[config.mk]
export PLATFORM = sky130hd
export DESIGN_NAME = shift_arbiter
export DESIGN_NICKNAME = d
export VERILOG_FILES = /design/src/rtl/shift_arb_pkg.sv /design/src/rtl/shift_arbiter_core.sv /design/src/rtl/shift_arbiter.sv
export SDC_FILE = /design/constraint.sdc
export NUM_CORES = 1
export LEC_CHECK = 0
export BUFFER_PORTS_ARGS = -buffer_cell sky130_fd_sc_hd__buf_2
export CORE_MARGIN = 5
export CORE_UTILIZATION = 50
export CTS_BUF_LIST = sky130_fd_sc_hd__clkbuf_16
export CTS_CLUSTER_DIAMETER = 120
export DETAILED_ROUTE_END_ITERATION = 8
export PLACE_DENSITY = 0.73
export SYNTH_ARGS = -nofsm -noshare
export SYNTH_HDL_FRONTEND = slang
export SYNTH_HIERARCHICAL = 1
export SYNTH_SLANG_ARGS = --single-unit
[constraint.sdc]
create_clock -name clock -period 10 [get_ports clock]
set_input_delay 0.5 -clock clock [delete_from_list [all_inputs] [get_ports clock]]
set_output_delay 0.5 -clock clock [all_outputs]
set_load 0.01 [all_outputs]
[src/rtl/shift_arb_pkg.sv]
// Purpose   : shared op encodings and slot-state type for the shift arbiter and its bench.
// Latency   : n/a (constants and types only).
// Backpress.: n/a.
package shift_arb_pkg;

    localparam logic [1:0] OP_SLL = 2'b00;
    localparam logic [1:0] OP_SRL = 2'b01;
    localparam logic [1:0] OP_SRA = 2'b10;
    localparam logic [1:0] OP_ROL = 2'b11;

    localparam int DATA_W  = 32;
    localparam int SHAMT_W = 5;

    typedef enum logic {
        SLOT_EMPTY = 1'b0,
        SLOT_FULL  = 1'b1
    } slot_e;

endpackage

[src/rtl/shift_arbiter_core.sv]
// Purpose   : combinational 32-bit shifter (SLL/SRL/SRA, optional ROL), log2 stages 1/2/4/8/16.
// Latency   : 0 cycles, purely combinational.
// Backpress.: none; no handshake at this level.
// Ports: data_i[31:0], shamt_i[4:0], op_i[1:0] in; result_o[31:0] out.
// Build option SHIFT_ARBITER_ROTATE_EN: when defined op 11 rotates left, otherwise op 11 is SLL
// and no rotate path exists in the netlist.
module shift_core
    import shift_arb_pkg::*;
(
    input  logic [DATA_W-1:0]  data_i,
    input  logic [SHAMT_W-1:0] shamt_i,
    input  logic [1:0]         op_i,
    output logic [DATA_W-1:0]  result_o
);

    logic do_right;
    logic do_arith;
`ifdef SHIFT_ARBITER_ROTATE_EN
    logic do_rol;
    assign do_rol = (op_i == OP_ROL);
`endif

    assign do_right = (op_i == OP_SRL) || (op_i == OP_SRA);
    assign do_arith = (op_i == OP_SRA);

    // Each shamt bit enables one fixed-distance stage. For SRA the sign bit is
    // preserved by every stage, so chaining arithmetic stages stays correct.
    always_comb begin
        logic [DATA_W-1:0] cur;
        cur = data_i;
        for (int i = 0; i < SHAMT_W; i++) begin
            if (shamt_i[i]) begin
                if (do_right) begin
                    if (do_arith) begin
                        cur = $signed(cur) >>> (1 << i);
                    end else begin
                        cur = cur >> (1 << i);
                    end
                end
`ifdef SHIFT_ARBITER_ROTATE_EN
                else if (do_rol) begin
                    cur = (cur << (1 << i)) | (cur >> (DATA_W - (1 << i)));
                end
`endif
                else begin
                    cur = cur << (1 << i);
                end
            end
        end
        result_o = cur;
    end

endmodule

[src/rtl/shift_arbiter.sv]
// Purpose   : two requesters time-share one shifter; result held in a single registered slot.
// Latency   : 1 cycle accept-to-rsp_valid; 1 result/cycle sustained with rsp_ready high.
// Backpress.: slot FULL and rsp_ready low -> req_ready=00 and outputs hold; drain+refill same cycle.
// Ports: clock, reset_n (async active-low); req_valid/req_ready[1:0]; req{0,1}_data/shamt/op;
//        rsp_valid/rsp_ready, rsp_data[31:0], rsp_id.
// Build option SHIFT_ARBITER_ROTATE_EN enables ROL for op 11 (see shift_core).
module shift_arbiter
    import shift_arb_pkg::*;
(
    input  logic                clock,
    input  logic                reset_n,
    input  logic [1:0]          req_valid,
    output logic [1:0]          req_ready,
    input  logic [DATA_W-1:0]   req0_data,
    input  logic [SHAMT_W-1:0]  req0_shamt,
    input  logic [1:0]          req0_op,
    input  logic [DATA_W-1:0]   req1_data,
    input  logic [SHAMT_W-1:0]  req1_shamt,
    input  logic [1:0]          req1_op,
    output logic                rsp_valid,
    input  logic                rsp_ready,
    output logic [DATA_W-1:0]   rsp_data,
    output logic                rsp_id
);

    slot_e              slot_q, slot_d;
    logic [DATA_W-1:0]  rsp_data_q, rsp_data_d;
    logic               rsp_id_q, rsp_id_d;
    logic               last_q, last_d;   // requester granted most recently

    logic               can_accept;
    logic               grant;
    logic               transfer;
    logic [DATA_W-1:0]  sel_data;
    logic [SHAMT_W-1:0] sel_shamt;
    logic [1:0]         sel_op;
    logic [DATA_W-1:0]  shift_result;

    assign can_accept = (slot_q == SLOT_EMPTY) || rsp_ready;

    // Contended: the one not granted last. Otherwise whichever is valid.
    always_comb begin
        grant = 1'b0;
        if (req_valid == 2'b11) begin
            grant = ~last_q;
        end else if (req_valid[1]) begin
            grant = 1'b1;
        end
    end

    // reset_n gating keeps req_ready low while reset holds the slot EMPTY.
    always_comb begin
        req_ready = 2'b00;
        if (reset_n && can_accept && (req_valid != 2'b00)) begin
            req_ready[grant] = 1'b1;
        end
    end

    assign transfer = |(req_valid & req_ready);

    assign sel_data  = grant ? req1_data  : req0_data;
    assign sel_shamt = grant ? req1_shamt : req0_shamt;
    assign sel_op    = grant ? req1_op    : req0_op;

    shift_core u_core (
        .data_i   (sel_data),
        .shamt_i  (sel_shamt),
        .op_i     (sel_op),
        .result_o (shift_result)
    );

    always_comb begin
        slot_d     = slot_q;
        rsp_data_d = rsp_data_q;
        rsp_id_d   = rsp_id_q;
        last_d     = last_q;
        case (slot_q)
            SLOT_EMPTY: begin
                if (transfer) begin
                    slot_d = SLOT_FULL;
                end
            end
            SLOT_FULL: begin
                if (transfer) begin
                    slot_d = SLOT_FULL;
                end else if (rsp_ready) begin
                    slot_d = SLOT_EMPTY;
                end
            end
            default: slot_d = SLOT_EMPTY;
        endcase
        if (transfer) begin
            rsp_data_d = shift_result;
            rsp_id_d   = grant;
            last_d     = grant;
        end
    end

    always_ff @(posedge clock or negedge reset_n) begin
        if (!reset_n) begin
            slot_q     <= SLOT_EMPTY;
            rsp_data_q <= '0;
            rsp_id_q   <= 1'b0;
            last_q     <= 1'b1;
        end else begin
            slot_q     <= slot_d;
            rsp_data_q <= rsp_data_d;
            rsp_id_q   <= rsp_id_d;
            last_q     <= last_d;
        end
    end

    assign rsp_valid = (slot_q == SLOT_FULL);
    assign rsp_data  = rsp_data_q;
    assign rsp_id    = rsp_id_q;

endmodule

==> summary.md <==
| Metric | Value |
|---|---|
| Tightest Hold Check Type | `primary input to async pin` |
| Fin crit share | `47.40%` |
| Tmin final | `4.740 ns` |
| Largest area contributor in the netlist | `mux2_2` |
| Top post-synthesis cells by area | `mux2_2, dfrtp_1, mux2i_1` |
| Routed wire length | `23490 um` |
| Starting density of the core | `51.02%` |
| Total grt overflow | `0` |
| FP Rows | `40` |
| R2R cell count | `11` |
| H-tree level count | `2` |
| CTS Buf Count | `5` |
| Maximum VDD drop | `0.1153 mV` |
| Vias in the first global route | `6484` |
| FFs w/ async S/R, synth | `100.0%` |
| P&R area growth vs syn | `8.987%` |
| Routed metal-1 wirelength | `9363 um` |
| CP Launch Type | `primary input` |
| Status | `finished, final reports clean` |
| Post-synth top flop | `dfrtp_1` |
| Post-synthesis sequential area ratio | `14.25%` |
| Worst setup endpoint | `rsp_data[19]$_DFFE_PN0P_` |
| Yosys top cell area share | `14.64%` |
| Initial antenna violation count | `1` |
| Setup-failing EPs final | `0` |
| IO Count | `119` |
| Maximum clock frequency | `211.0 MHz` |
| End of the worst register-to-register path | `rsp_data[19]$_DFFE_PN0P_` |
| Ys Warns | `6` |
| CTS root buf | `clkbuf_16` |
| Wirelength per Cell | `23.26 um` |
| Flops & latches, synth | `35` |
| Fin cells | `1010` |
| Pwr per Cell Area | `177.0 nW/um^2` |
| Largest fanout on the critical path | `55` |
| Final hold vios | `0` |
| Post-synthesis area per instance | `7.889 sq um` |
| Final setup margin | `5.260 ns` |
| Total negative slack | `0 ns` |
| Die Ht | `120.9 um` |
| Worst Skew | `0.001399 ns` |
| Final Max Tran Viols | `0` |
| Count leader, synth | `nor2_1` |
| Clk buf depth | `2` |
| DR top layer | `met4` |
| MaxCap Viol Count | `0` |
| Critical path arrival | `4.90 ns` |
| R2R setup slack | `5.29 ns` |
| Worst slew margin | `28.64%` |
| 1st-iter DRT viols | `1129` |
| Core area | `12060 sq um` |
| Placed insts | `1004` |
| Dpl ws | `5.073 ns` |
| Clk_lat worst skew | `0.28 ns` |
| CTS tree | `done` |
| Reg2reg start | `last_q$_DFFE_PN1P_` |
| Total GRT Usage | `31.32%` |
| Netlist cell types | `79` |
| Mapped Nets | `864` |
| Met2 WL | `10360 um` |
| # fillers | `1207` |
| Slew @ Worst Pin | `1.065 ns` |
| Synth Cell Area | `6153 sq um` |
| Ant diodes | `0` |
| Post-CTS Setup Bufs | `0` |
| DR vias | `6941` |
| Final ANT Viol Nets | `0` |
| Via density per instance | `6.872` |
| Sink Count | `35` |
| Register area | `877.1 sq um` |
| HPWL after DPL | `17120 um` |
| First-pass GRT wire length | `36380 um` |
| Multi-input gate area | `4795 sq um` |
| EDFF count, synth | `0` |
| Start point of the critical path | `req_valid[1]` |
| Die area | `14630 sq um` |
| Worst Setup End Kind | `flop` |
| PortBufs | `118` |
| Pleak | `2.888 nW` |
| Residual DRC | `0` |
| Hold buffers post-CTS | `0` |
| RSZ-0062 raised after global routing | `no` |
| Synthesized instance count | `780` |
| Commonest cells post-synth | `nor2_1, mux2_2, mux2i_1` |
| Die Wd | `120.9 um` |
| Largest net degree at the start of global routing | `75` |
| Net count, final | `927` |
| Critical path required time | `10.17 ns` |
| GP Congestion | `1.018` |
| Clock slew at reported path FFs | `0.05 ns` |
| Share of cells above drive strength 1 | `29.33%` |
| CP Class | `primary input to flop` |
| Post-CTS Resized | `0` |
| Met3 wire len | `2560 um` |
| Drt first pass iters | `6` |
[sequential cells by signal (all words and copies together), names as in the netlist]
name	count
rsp_data	32
last_q	1
rsp_id	1
rsp_valid	1
[metrics by stage]
step	power, mW	area, sq um	hold slack, ns	util, %
detailed placement	1.022	6578	0.4607	54.53
global placement	1.021	6578	0.4582	54.53
global route	1.260	6706	0.3920	55.60
finish	1.187	6706	0.3373	55.60
CTS	1.168	6706	0.3550	55.60
floorplan	0.8044	6153	0.2044	-
[critical path: stages]
cell       delay (ns)
buf_2            0.13
a21boi_4         0.17
buf_4            0.42
mux2_2           0.41
ha_4             0.66
buf_4            0.62
and2b_1          0.32
a2111oi_0        0.71
o41a_1           0.26
a21boi_0         0.20
o221ai_1         0.15
mux2_2           0.29
[kinds of logic (layout without fill, tap and decap cells)]
logic type	Yosys count	after routing	share of synthesized area, %
AO/OA/AOI/OAI	269	269	31.66
AND/OR/NAND/NOR	233	233	16.84
multiplexers	161	161	28.95
buffers and inverters	81	143	8.093
flip-flops	35	35	14.25
adder cells (fa/ha/maj)	1	1	0.2033
[final cells by class]
| cell class | count | share of cell area [%] |
|---|---|---|
| Inverter | 10 | 0.5597 |
| Multi-Input combinational cell | 664 | 71.49 |
| Sequential cell | 35 | 13.08 |
| Tap cell | 168 | 3.134 |
| Clock buffer | 5 | 1.866 |
| Timing Repair Buffer | 127 | 9.813 |
| Clock inverter | 1 | 0.05597 |
[layer usage]
layer  vias to the layer above  global-route usage, %
met1                      3244                  42.24
li1                       3117                      -
met2                       486                  47.62
met4                         0                  14.80
met5                         -                      0
met3                        94                  6.573
[power by group]
part           leakage [nW]  internal (mW)  switching (mW)  total, mW
logic                  2.39          0.313           0.506      0.819
registers             0.430          0.198          0.0279      0.226
clock network        0.0669         0.0883          0.0527      0.141
[worst min path at each step]
stage / cells past startpoint / end / slack, ns / from
2_1_floorplan: 0 / rsp_data[0]$_DFFE_PN0P_ / 0.20 / reset_n
3_3_place_gp: 1 / rsp_id$_DFFE_PN0P_ / 0.46 / rsp_id$_DFFE_PN0P_
3_5_place_dp: 1 / rsp_id$_DFFE_PN0P_ / 0.46 / rsp_id$_DFFE_PN0P_
4_1_cts: 1 / rsp_data[13]$_DFFE_PN0P_ / 0.36 / reset_n
5_1_grt: 1 / rsp_id$_DFFE_PN0P_ / 0.39 / reset_n
6_report: 1 / rsp_valid$_DFF_PN0_ / 0.34 / reset_n
[cell usage in the layout (no fill, tap or decap), types with 11 or more instances in the layout]
cell,count
a211oi_1,37
a211oi_2,11
a21oi_1,49
buf_2,118
dfrtp_1,34
mux2_2,80
mux2i_1,73
nand2_1,64
nor2_1,93
nor3_1,27
o211ai_1,12
o21ai_0,46
o22ai_1,19
Power figures use the tool's default switching activity.
